--- config.mk ---
export PLATFORM = sky130hd
export DESIGN_NAME = letter_dispatcher_flat
export DESIGN_NICKNAME = d
export VERILOG_FILES = /design/src/rtl/letter_dispatcher_if.sv /design/src/rtl/letter_dispatcher.sv /design/src/flat_wrapper.sv
export SDC_FILE = /design/constraint.sdc
export NUM_CORES = 1
export LEC_CHECK = 0
export CORE_MARGIN = 3
export CORE_UTILIZATION = 30
export DETAILED_ROUTE_END_ITERATION = 8
export PLACE_DENSITY = 0.5
export SETUP_SLACK_MARGIN = 0.1
export SLEW_MARGIN = 20
export SYNTH_ARGS = -nofsm -noshare
export SYNTH_HDL_FRONTEND = slang
export SYNTH_SLANG_ARGS = --single-unit
--- constraint.sdc ---
create_clock -name clock -period 5.89 [get_ports clock]
set_input_delay 0.589 -clock clock [delete_from_list [all_inputs] [get_ports clock]]
set_output_delay 0.589 -clock clock [all_outputs]
set_load 0.02 [all_outputs]
--- src/rtl/letter_dispatcher_if.sv ---
// Column spawn channel: per-column busy/ready status in, one-hot offer and letter out.
// The dispatcher drives through the master modport; the column array uses the slave modport.
interface letter_dispatcher_if #(
  parameter int NUM_COLS = 3
);
  logic [NUM_COLS-1:0] col_busy;
  logic [NUM_COLS-1:0] spawn_ready;
  logic [NUM_COLS-1:0] spawn_valid;
  logic [7:0]          spawn_letter;

  modport master (
    input  col_busy,
    input  spawn_ready,
    output spawn_valid,
    output spawn_letter
  );

  modport slave (
    output col_busy,
    output spawn_ready,
    input  spawn_valid,
    input  spawn_letter
  );
endinterface

--- src/rtl/letter_dispatcher.sv ---
// Spawn scheduler for the falling-letter columns: paces LFSR letters by a shrinking
// interval and hands each one to an idle column over a one-hot valid/ready handshake.
module letter_dispatcher #(
  parameter int          NUM_COLS    = 3,
  parameter logic [15:0] LFSR_SEED   = 16'hACE1,
  parameter int unsigned BASE_PERIOD = 50_000_000,
  parameter int unsigned MIN_PERIOD  = 12_500_000,
  parameter int unsigned STEP        = 1_000_000
) (
  input  logic                 clock,
  input  logic                 reset_signal,
  input  logic                 enable,
  input  logic [NUM_COLS-1:0]  correct,
  letter_dispatcher_if.master  col_if,
  output logic [3:0]           level
);

  localparam int          PTR_W     = (NUM_COLS > 1) ? $clog2(NUM_COLS) : 1;
  localparam logic [15:0] LFSR_MASK = 16'hB400;
  localparam logic [31:0] BASE_W    = 32'(BASE_PERIOD);
  localparam logic [31:0] MIN_W     = 32'(MIN_PERIOD);
  localparam logic [31:0] STEP_W    = 32'(STEP);

  localparam logic [1:0] S_IDLE  = 2'd0;
  localparam logic [1:0] S_WAIT  = 2'd1;
  localparam logic [1:0] S_OFFER = 2'd2;

  logic [1:0]          state_q,  state_d;
  logic [15:0]         lfsr_q,   lfsr_d;
  logic [31:0]         period_q, period_d;
  logic [31:0]         timer_q,  timer_d;
  logic [PTR_W-1:0]    ptr_q,    ptr_d;
  logic [PTR_W-1:0]    col_q,    col_d;
  logic [NUM_COLS-1:0] valid_q,  valid_d;
  logic [7:0]          letter_q, letter_d;
  logic [3:0]          level_q,  level_d;

  logic                found;
  logic [PTR_W-1:0]    pick;
  logic [PTR_W-1:0]    cand;

  // Shrink the interval by STEP per answered column, clamped at the floor without underflow.
  function automatic logic [31:0] next_period(input logic [31:0] cur,
                                              input logic [NUM_COLS-1:0] hits);
    logic [31:0] dec;
    logic [31:0] room;
    dec  = STEP_W * 32'($countones(hits));
    room = cur - MIN_W;
    if (dec >= room) return MIN_W;
    return cur - dec;
  endfunction

  function automatic logic [3:0] sat_level(input logic [3:0] v);
    return (v == 4'hF) ? v : v + 4'd1;
  endfunction

  function automatic logic [PTR_W-1:0] wrap_col(input logic [PTR_W-1:0] base, input int k);
    int s;
    s = int'(base) + k;
    if (s >= NUM_COLS) s = s - NUM_COLS;
    return PTR_W'(s);
  endfunction

  function automatic logic [7:0] nonzero_letter(input logic [7:0] raw);
    return (raw == 8'h00) ? 8'h01 : raw;
  endfunction

  // First idle column at or after the round-robin pointer.
  always_comb begin
    found = 1'b0;
    pick  = '0;
    cand  = '0;
    for (int k = 0; k < NUM_COLS; k++) begin
      cand = wrap_col(ptr_q, k);
      if (!found && !col_if.col_busy[cand]) begin
        found = 1'b1;
        pick  = cand;
      end
    end
  end

  always_comb begin
    state_d  = state_q;
    timer_d  = timer_q;
    ptr_d    = ptr_q;
    col_d    = col_q;
    valid_d  = valid_q;
    letter_d = letter_q;
    period_d = period_q;
    level_d  = level_q;
    lfsr_d   = {1'b0, lfsr_q[15:1]} ^ (lfsr_q[0] ? LFSR_MASK : 16'h0000);

    // Reloads below read period_q, so a same-edge correct pulse only affects later intervals.
    if (correct != '0) begin
      period_d = next_period(period_q, correct);
      if (period_q > MIN_W) level_d = sat_level(level_q);
    end

    if (!enable) begin
      state_d = S_IDLE;
      valid_d = '0;
    end else begin
      case (state_q)
        S_IDLE: begin
          state_d = S_WAIT;
          timer_d = period_q - 32'd1;
          valid_d = '0;
        end
        S_WAIT: begin
          if (timer_q != 32'd0) begin
            timer_d = timer_q - 32'd1;
          end else if (found) begin
            state_d       = S_OFFER;
            col_d         = pick;
            valid_d       = '0;
            valid_d[pick] = 1'b1;
            letter_d      = nonzero_letter(lfsr_q[7:0]);
          end
        end
        S_OFFER: begin
          if ((valid_q & col_if.spawn_ready) != '0) begin
            state_d = S_WAIT;
            valid_d = '0;
            timer_d = period_q - 32'd1;
            ptr_d   = (col_q == PTR_W'(NUM_COLS - 1)) ? '0 : col_q + 1'b1;
          end
        end
        default: begin
          state_d = S_IDLE;
          valid_d = '0;
        end
      endcase
    end
  end

  always_ff @(posedge clock) begin
    if (reset_signal) begin
      state_q  <= S_IDLE;
      lfsr_q   <= LFSR_SEED;
      period_q <= BASE_W;
      timer_q  <= '0;
      ptr_q    <= '0;
      col_q    <= '0;
      valid_q  <= '0;
      letter_q <= '0;
      level_q  <= '0;
    end else begin
      state_q  <= state_d;
      lfsr_q   <= lfsr_d;
      period_q <= period_d;
      timer_q  <= timer_d;
      ptr_q    <= ptr_d;
      col_q    <= col_d;
      valid_q  <= valid_d;
      letter_q <= letter_d;
      level_q  <= level_d;
    end
  end

  assign col_if.spawn_valid  = valid_q;
  assign col_if.spawn_letter = letter_q;
  assign level               = level_q;

endmodule

--- src/flat_wrapper.sv ---
// flat-port wrapper written by rule: the top's interface ports become plain ports
module letter_dispatcher_flat 
#(
  parameter int          NUM_COLS    = 3,
  parameter logic [15:0] LFSR_SEED   = 16'hACE1,
  parameter int unsigned BASE_PERIOD = 50_000_000,
  parameter int unsigned MIN_PERIOD  = 12_500_000,
  parameter int unsigned STEP        = 1_000_000
)
  (clock, reset_signal, enable, correct, level, col_if_col_busy, col_if_spawn_ready, col_if_spawn_valid, col_if_spawn_letter);
  letter_dispatcher_if #(.NUM_COLS(NUM_COLS)) col_if_i ();
  input  logic clock;
  input  logic reset_signal;
  input  logic enable;
  input  logic [NUM_COLS-1:0] correct;
  output logic [3:0] level;
  input wire logic [$bits(col_if_i.col_busy)-1:0] col_if_col_busy;
  input wire logic [$bits(col_if_i.spawn_ready)-1:0] col_if_spawn_ready;
  output wire logic [$bits(col_if_i.spawn_valid)-1:0] col_if_spawn_valid;
  output wire logic [$bits(col_if_i.spawn_letter)-1:0] col_if_spawn_letter;
  assign col_if_i.col_busy = col_if_col_busy;
  assign col_if_i.spawn_ready = col_if_spawn_ready;
  assign col_if_spawn_valid = col_if_i.spawn_valid;
  assign col_if_spawn_letter = col_if_i.spawn_letter;
  letter_dispatcher #(.NUM_COLS(NUM_COLS), .LFSR_SEED(LFSR_SEED), .BASE_PERIOD(BASE_PERIOD), .MIN_PERIOD(MIN_PERIOD), .STEP(STEP)) u_core (.clock(clock), .reset_signal(reset_signal), .enable(enable), .correct(correct), .col_if(col_if_i), .level(level));
endmodule
==> results.md, run 1 <==
- Status: finished clean
- Drt first pass iters: 5
- CTS Buf Count: 9
- Required @ worst endpoint: 6140 ps
- CP endpoint kind: register
- Hpwl dp: 15.3 mm
- Worst Hold Endpoint: u_core.lfsr_q[11]$_SDFF_PP1_
- Number of routed nets with antenna violations: 0
- Via density: 5.24
- Routed via count: 6,766
- Yosys top cell area share: about a quarter
- Worst reg-to-reg path cell count: 15
- Startpoint types: input pin
- Type of the most critical hold path: register to register
- Gp weighted congestion: 0.822
- Cells after DPL: about 1,300
- Async SR Flop Fraction: 0%
- EDFF count, synth: 0
- Syn nets: between 1,000 and 1,500
- RR Endpoint: u_core.period_q[25]$_SDFFE_PP1P_
- Leak: 3.41 nW
- N_diodes: 0
- Final hold violations: 0
- Nets: 1,041
- CTS Sinks: 96
- CTS tree: yes
- Synth top area cells: dfxtp_1 26%, ha_1 10%, nor2_1 5.2%
- Area Growth Syn to Fin: 14.6%
- Power Total: around 3.2 mW
- Mapped Cells: 947
- FMAX: 182 MHz
- Fin crit period: around 5500 ps
- CTS hold repair buffers: 0
- Worst clock skew: 12.0 ps
- Relative slew slack: 36.0%
- Antenna violations before repair: 0
- Fin crit share: 93.5%
- TNS Setup: 0 ps
- Cell Pwr Density: approximately 380 mW/mm²
- Hold Crit Depth: 1
- Warnings, synthesis: 0
- Initial Utilization: 31.1%
- Vias in the first global route: roughly 6,600
- Iter 0 DRT Violations: 346
- Core area: 0.0239 mm²
- Hold path start: u_core.lfsr_q[12]$_SDFF_PP0_
- Core Rows: 56
- Reg2Reg Setup Slack: 1900 ps
- All-Layer GR Usage: 16.3%
- Top-Level Pins: 27
- Drt wl/cell: 16.2 µm
- Actual slew at the worst max-slew pin: around 960 ps
- WL final: about 21 mm
- Setup Crit Path Kind: input pin to register
- Gr ovfl total: 0
- MaxCap Viol Count: 0
- Setup-failing EPs final: 0
- Die height: around 160 µm
- Residual DRC: 0
- Ys flop type: dfxtp_1
- Top-count cell post-synth: nor2_1
- RSZ-0062 raised after global routing: false
- IO buf count: 26
- Arr. time, crit path: 5750 ps
- Max IR drop VDD: 180 µV
- Reg clk slew, reported paths: 80 ps
- Clock buffer depth: 2
- First-pass GRT wire length: 35.2 mm
- Crit-path max FO: 8
- Top cells by count, synth: 102 x nor2_1, 96 x dfxtp_1, 80 x nand2_1, 60 x ha_1, 54 x a21oi_1
- H-tree depth: 3
- Crit Reg-Reg Startpoint: u_core.period_q[5]$_SDFFE_PP0P_
- Register bit total from synthesis: 96
- Mapped Avg Cell Area: 7.84 µm²
- Sequential share of the synthesized area: 25.9%
- Synth unique cells: 78
- Fin Hold WS: 418 ps
- Final Max Tran Viols: 0
- Yosys top cell by area: dfxtp_1
- Mapped cell area: 0.00742 mm²
- Layout cell share with drive strength beyond 1: ~11%
- Die Width: 163 µm
- Post-CTS Setup Bufs: 0
- Die ar.: 0.0267 mm²
- Clk_lat worst skew: 360 ps
- Largest net degree at the start of global routing: 88
- Root Driver: clkbuf_16
- Final non-filler cell total: around 1,300
routing by layer:
metal,GRT usage [%],wire [µm],vias up
li1,-,-,3461
met1,23.0,10500,3160
met2,25.9,9310,126
met3,2.54,777,19
met4,4.15,336,0
met5,0,0,-
layout by cell type (no fill, tap or decap), types with 19 or more instances in the layout:
cell,instances
nand3_1,25
nand2_1,80
nor3_1,33
a21oi_1,54
nand2b_1,19
inv_1,27
dfxtp_1,96
buf_4,41
clkdlybuf4s50_1,22
xor2_1,30
o21ai_0,47
nor2_1,99
mux2i_1,29
ha_1,58
xnor2_1,29
a31oi_1,20
where the power goes:
group	internal, mW	switching, mW	total [mW]
Clock	0.298	0.294	0.591
Sequential	0.750	0.230	0.980
Combinational	0.758	0.910	1.67
how the worst max path moves through the flow:
stage	endpoint	startpoint	slack, ps	cells after the start
2_1_floorplan	u_core.period_q[23]$_SDFFE_PP1P_	correct[0]	110	22
5_1_grt	u_core.period_q[25]$_SDFFE_PP1P_	correct[2]	100	21
3_5_place_dp	u_core.period_q[25]$_SDFFE_PP1P_	correct[0]	-530	25
6_report	u_core.period_q[25]$_SDFFE_PP1P_	correct[2]	380	21
3_3_place_gp	u_core.period_q[25]$_SDFFE_PP1P_	correct[0]	-480	25
4_1_cts	u_core.period_q[25]$_SDFFE_PP1P_	correct[0]	230	22
cell families after synthesis:
logic type,after synthesis,share of synthesized area [%]
buffers and inverters,86,4.64
multiplexers,36,4.97
flip-flops,96,25.9
AND/OR/NAND/NOR,374,25.7
AO/OA/AOI/OAI,227,20.1
adder cells (fa/ha/maj),66,11.3
XOR/XNOR,62,7.32
critical path, stage by stage:
cell           delay [ps]
dlygate4sd2_1         260
fa_2                  510
xor2_2                200
ha_1                  200
or2_4                 270
ha_4                  280
nand2_1                90
nor2_2                150
fa_1                  430
ha_1                  350
fa_2                  400
xor2_1                180
ha_1                  320
and3_4                190
nand4_1               120
nor2_2                150
nand3_1                80
o211ai_1              240
and3_4                300
a211oi_1               70
a2111o_1              370
registers in the layout (all words and copies together) (netlist names):
signal                      flops
u_core.state_q                  2
u_core.ptr_q                    2
u_core.col_if.spawn_valid       3
u_core.lfsr_q                  16
u_core.timer_q                 32
u_core.col_q                    2
u_core.period_q                27
u_core.col_if.spawn_letter      8
u_core.level                    4
repair_timing:
action,in CTS,in global routing
gates resized for setup,8,13
endpoints found under the setup margin,27,27
hold endpoints to repair,0,0
pin swaps,4,7
cell type report:
class                           count  area (µm²)
Clock buffer                       10         229
Timing Repair Buffer               67         556
Inverter                           27         101
Tap cell                          319         399
Sequential cell                    96        1920
Clock inverter                      6        61.3
Multi-Input combinational cell    765        5240
Fill cell                        2487       15400
stage by stage:
stage / area (µm²) / worst slack (ps) / util, %
6_report: 8510 / 383 / 35.6
5_1_grt: 8510 / 100 / 35.6
4_1_cts: 8460 / 233 / 35.4
3_5_place_dp: 8160 / -531 / 34.1
3_3_place_gp: 8160 / -481 / 34.1
2_1_floorplan: 7430 / 106 / -
(Power assumes the default switching activity.)
==> run 2: changes to the inputs <==
CAP_MARGIN = 20   (was default)
PLACE_DENSITY = 0.47   (was 0.5)
==> run 2 against run 1 <==
Routed wire length increased by 3.7%. Sequential share of layout area decreased by 0.22 points. Utilization increased by 0.35 points. Sequential power about the same. Global-route usage increased by 0.18 points. Clock skew decreased by 1.6 ps. Hold slack about the same. Critical path depth increased by 2. Design area increased by 0.97%. Largest cell class unchanged. Highest routed layer unchanged.
==> results.md, run 2 (same netlist as run 1, synthesis figures left out) <==
- Vias in the first global route: 6,644 (+0.030%)
- Hpwl dp: 15.8 mm (+3.6%)
- Worst Setup EP: u_core.period_q[17]$_SDFFE_PP1P_
- Logic gate share of total power: 50.3% (-1.2 points)
- Final hold violations: 0 (unchanged)
- Max IR drop VDD: 198 µV (+10%)
- Required @ worst endpoint: 6090 ps (-50 ps)
- Clock power frac: 19.4% (+1.1 points)
- Crit. Startpoint: correct[2]
- Die ar.: 0.0267 mm² (unchanged)
- Die Width: 163 µm (unchanged)
- NetSw: 1.45 mW (+1.5%)
- Top-Level Pins: 27 (unchanged)
- Worst reg-to-reg path cell count: 18 (+3)
- Top Registers: u_core.timer_q (32), u_core.period_q (27), u_core.lfsr_q (16)
- Post-CTS Setup Bufs: 0 (unchanged)
- Arr. time, crit path: 5760 ps (about the same)
- Fin Hold WS: 418 ps (-0.0280 ps)
- RSZ-0062 raised after global routing: false
- CTS hold repair buffers: 0 (unchanged)
- Fin crit share: 94.4% (+0.85 points)
- WL final: 21.7 mm (+3.7%)
- Residual DRC: 0 (unchanged)
- H-tree depth: 3 (unchanged)
- CTS Sinks: 96 (unchanged)
- Final non-filler cell total: 1,292 (+0.16%)
- Type of the most critical hold path: register to register
- Clk_lat worst skew: 360 ps (about the same)
- Drt first pass iters: 5 (unchanged)
- Cells after DPL: 1,276 (+0.16%)
- N_diodes: 0 (unchanged)
- Final Max Tran Viols: 0 (unchanged)
- RR Endpoint: u_core.period_q[17]$_SDFFE_PP1P_
- Reg2Reg Setup Slack: 1720 ps (-180 ps)
- CTS Buf Count: 9 (unchanged)
- Fill count: 2,526 (+1.6%)
- Gp weighted congestion: 0.815 (-0.83%)
- Largest register FFs: 32 (unchanged)
- Clock buffer depth: 2 (unchanged)
- Via density: 5.26 (+0.32%)
- Gr ovfl total: 0 (unchanged)
- Flop pwr share: 30.3% (about the same)
- IO buf count: 26 (unchanged)
- Nets: 1,043 (+0.19%)
- First-pass GRT wire length: 35.6 mm (+1.3%)
- Final instance area: 0.00859 mm² (+0.97%)
- Number of routed nets with antenna violations: 0 (unchanged)
- Largest net degree at the start of global routing: 48 (-45%)
- Routed via count: 6,798 (+0.47%)
- Crit-path max FO: 7 (-1)
- Power Internal: 1.86 mW (+2.9%)
- Core Rows: 56 (unchanged)
- Post-DP Area: 0.00817 mm² (+0.18%)
- Leading cell type in the layout, fill and taps excluded: nor2_1
- Switch share: 43.9% (-0.35 points)
- Reg with most FFs: u_core.timer_q
- Actual slew at the worst max-slew pin: 968 ps (+8.18 ps)
- Die height: 163 µm (unchanged)
- MaxCap Viol Count: 0 (unchanged)
- CTS tree: yes
- Initial Utilization: 31.1% (unchanged)
- Drt wl/cell: 16.8 µm (+3.5%)
- Area Growth Syn to Fin: 15.7%
- Fin crit period: 5560 ps (+49.8 ps)
- All-Layer GR Usage: 16.5% (+0.18 points)
- CP endpoint kind: register
- Crit Reg-Reg Startpoint: u_core.period_q[5]$_SDFFE_PP0P_
- Reg clk slew, reported paths: 80 ps (about the same)
- Most frequent cells in the layout: 100 x nor2_1, 96 x dfxtp_1, 80 x nand2_1, 55 x ha_1, 54 x a21oi_1
- Cell Pwr Density: 386 mW/mm² (+1.3%)
- Setup-failing EPs final: 0 (unchanged)
- Root Driver: clkbuf_16
- Relative slew slack: 35.2% (-0.84 points)
- Worst clock skew: 10.5 ps (-1.57 ps)
- Antenna violations before repair: 0 (unchanged)
- Startpoint types: input pin
- Status: finished clean
- Layout cell share with drive strength beyond 1: 12.1% (+0.70 points)
- Leak: 3.44 nW (+0.81%)
- FMAX: 180 MHz (-0.90%)
- Setup Crit Path Kind: input pin to register
- Iter 0 DRT Violations: 390 (+13%)
- Core area: 0.0239 mm² (unchanged)
-- run 2: metrics by stage --
stage / util, % / TNS, ps / power, mW / setup slack, ps
final: 35.9 / 0 / 3.31 / 333
after global routing: 35.9 / 0 / 3.59 / 94.9
after CTS: 35.7 / 0 / 3.32 / 170
after detailed placement: 34.2 / -14690 / 2.64 / -652
after global placement: 34.2 / -10940 / 2.65 / -507
after floorplan: - / 0 / 2.15 / 106
-- run 2: what timing repair did --
action                     in CTS  in global routing
setup endpoints to repair      27                 25
pin swaps                       4                  6
resized for setup              14                 13
-- run 2: worst max-delay path, stage by stage --
cell and delay [ps]:
dlygate4sd2_1 250, fa_2 570, xor2_2 90, ha_1 220, or2_4 270, ha_4 230
xor2_2 180, and2_1 160, ha_1 270, ha_1 290, ha_2 200, fa_2 550
ha_1 240, a21o_1 190, a2111oi_4 270, o21ai_1 110, a31oi_1 210, o211ai_1 150
buf_4 160, and4_2 240, nor2_1 90, buf_4 160, o211ai_1 90
-- run 2: how the worst min path moves through the flow --
stage	startpoint	end	slack, ps	cells after the start
after floorplan	u_core.lfsr_q[12]$_SDFF_PP0_	u_core.lfsr_q[11]$_SDFF_PP1_	390	1
after global placement	u_core.lfsr_q[12]$_SDFF_PP0_	u_core.lfsr_q[11]$_SDFF_PP1_	400	1
after detailed placement	u_core.lfsr_q[8]$_SDFF_PP0_	u_core.lfsr_q[7]$_SDFF_PP1_	400	1
after CTS	u_core.lfsr_q[12]$_SDFF_PP0_	u_core.lfsr_q[11]$_SDFF_PP1_	420	1
after global routing	u_core.lfsr_q[12]$_SDFF_PP0_	u_core.lfsr_q[11]$_SDFF_PP1_	430	1
final	u_core.lfsr_q[12]$_SDFF_PP0_	u_core.lfsr_q[11]$_SDFF_PP1_	420	1
-- run 2: power by group through the flow --
| stage | clock (mW) | sequential (mW) | combinational [mW] |
|---|---|---|---|
| 2_1_floorplan | 0 | 0.841 | 1.31 |
| 3_3_place_gp | 0 | 1.01 | 1.64 |
| 3_5_place_dp | 0 | 1.01 | 1.63 |
| 4_1_cts | 0.666 | 0.998 | 1.66 |
| 5_1_grt | 0.688 | 1.03 | 1.88 |
| 6_report | 0.643 | 1.00 | 1.67 |
-- run 2: cell type report --
class | instances | area [µm²] | share of cell area, %
Clock buffer | 9 | 225 | 2.62
Clock inverter | 7 | 95.1 | 1.11
Inverter | 27 | 101 | 1.18
Multi-Input combinational cell | 765 | 5280 | 61.5
Sequential cell | 96 | 1920 | 22.4
Tap cell | 319 | 399 | 4.65
Timing Repair Buffer | 69 | 567 | 6.60
-- run 2: routing by layer --
metal  vias to the layer above  GRT usage [%]  wire length, µm
met1                      3235           23.0            10800
li1                       3453              -                -
met2                        97           27.1             9980
met3                        13           2.05              620
met4                         0           3.69              252
met5                         -              0                0
==> RTL change: new RTL, flow settings as in run 2 <==
`NUM_COLS` is set to 3 in 3 places; all go to 5.
--- a/src/rtl/letter_dispatcher_if.sv
+++ b/src/rtl/letter_dispatcher_if.sv
@@ -3,3 +3,3 @@
 interface letter_dispatcher_if #(
-  parameter int NUM_COLS = 3
+  parameter int NUM_COLS = 5
 );
--- a/src/rtl/letter_dispatcher.sv
+++ b/src/rtl/letter_dispatcher.sv
@@ -3,3 +3,3 @@
 module letter_dispatcher #(
-  parameter int          NUM_COLS    = 3,
+  parameter int          NUM_COLS    = 5,
   parameter logic [15:0] LFSR_SEED   = 16'hACE1,
--- a/src/flat_wrapper.sv
+++ b/src/flat_wrapper.sv
@@ -3,3 +3,3 @@
 #(
-  parameter int          NUM_COLS    = 3,
+  parameter int          NUM_COLS    = 5,
   parameter logic [15:0] LFSR_SEED   = 16'hACE1,
Interface: changed (resized col_if_col_busy, col_if_spawn_ready, col_if_spawn_valid and correct); port bits go from 27 to 35. The function was not compared with the original's and may differ.
==> RTL change against run 2 <==
  * The run now ends with setup timing left
  * Synthesized cell count is 19% higher
  * Non-clock buffer count increased by 42
  * Critical path depth grew 5
  * Worst hold slack lost 0.0018 ns
  * Wire length grew 17%
  * Area after synthesis up 18%
  * Worst setup slack worse by 0.64 ns
  * Total power increased by 30%
  * Design area increased by 24%
  * Sequential cell count increased by 4
  * Global-route usage shrank 0.10 points
  * Via count increased by 22%
==> RTL change: results (changes against run 2) <==
Routing
  • 1st-iter DRT viols: 490 (was 390)

Global routing
  • Met1 Resource Use GR: 22.72% (was 23.01%)
  • GR Layer Usage met3: 1.720% (was 2.054%)

Timing
  • Setup tns final: -6.275 ns (was 0 ns)
  • Worst setup margin: -0.3095 ns (was 0.3328 ns)
  • Headroom to the max-slew limit: 29.41% (was 35.20%)
  • Final setup violation count: 27 (was 0)

Outcome
  • Failing checks: setup timing
  • Outcome: finished, violations left (was complete, no violations)

Critical path
  • Critical Path Fanout Max: 6 (was 7)
  • Largest stage delay, worst path: 0.63 ns (was 0.57 ns)
  • Worst EP arrival: 6.45 ns (was 5.76 ns)
  • R2R setup slack: 1.42 ns (was 1.72 ns)

Worst hold path
  • Hold Path Origin: u_core.lfsr_q[8] (was u_core.lfsr_q[12])

Layout
  • Share of layout cells above drive strength 1: 17.46% (was 12.13%)
  • # fillers: 2,968 (was 2,526)
  • Final nets: 1,286 (was 1,043)

Placement
  • Gpl congestion: 0.8171 (was 0.8149)
  • Port buffer count: 34 (was 26)
  • Final HPWL DP: 18.76 mm (was 15.81 mm)

Pwr
  • Comb pwr share: 61.7% (was 50.3%)
  • VDD IR-drop max: 0.3784 mV (was 0.1985 mV)

Logic synthesis
  • Cell variety after synth: 92 (was 78)
  • Seq/Total Area, Yosys: 22.93% (was 25.90%)
  • Synth cell count leaders: nand2_1 (104), dfxtp_1 (100), nor2_1 (96) (was nor2_1 (102), dfxtp_1 (96), nand2_1 (80))
[RTL change: cells by family after synthesis]
| logic type | synth area share [%] |
|---|---|
| AO/OA/AOI/OAI | 26.07 |
| XOR/XNOR | 5.804 |
| adder cells (fa/ha/maj) | 12.68 |
| buffers and inverters | 5.790 |
| flip-flops | 22.93 |
| multiplexers | 2.651 |
| AND/OR/NAND/NOR | 24.08 |
[RTL change: layout make-up]
type	count	area [sq um]	share of cell area [%]
Sequential cell	100	2002	18.86
Inverter	57	234.0	2.204
Multi-Input combinational cell	907	6634	62.49
Tap cell	378	473.0	4.455
Timing Repair Buffer	111	958.4	9.029
Clock buffer	9	225.2	2.122
Clock inverter	7	88.84	0.8369
[RTL change: through the flow]
step	area, sq um	setup WS, ns	std cells
global placement	9976	-1.081	1542
floorplan	8967	-0.4122	1130
global route	10620	-0.4835	1569
detailed placement	9976	-1.147	1542
CTS	10480	-0.2644	1566
finish	10620	-0.3095	1569
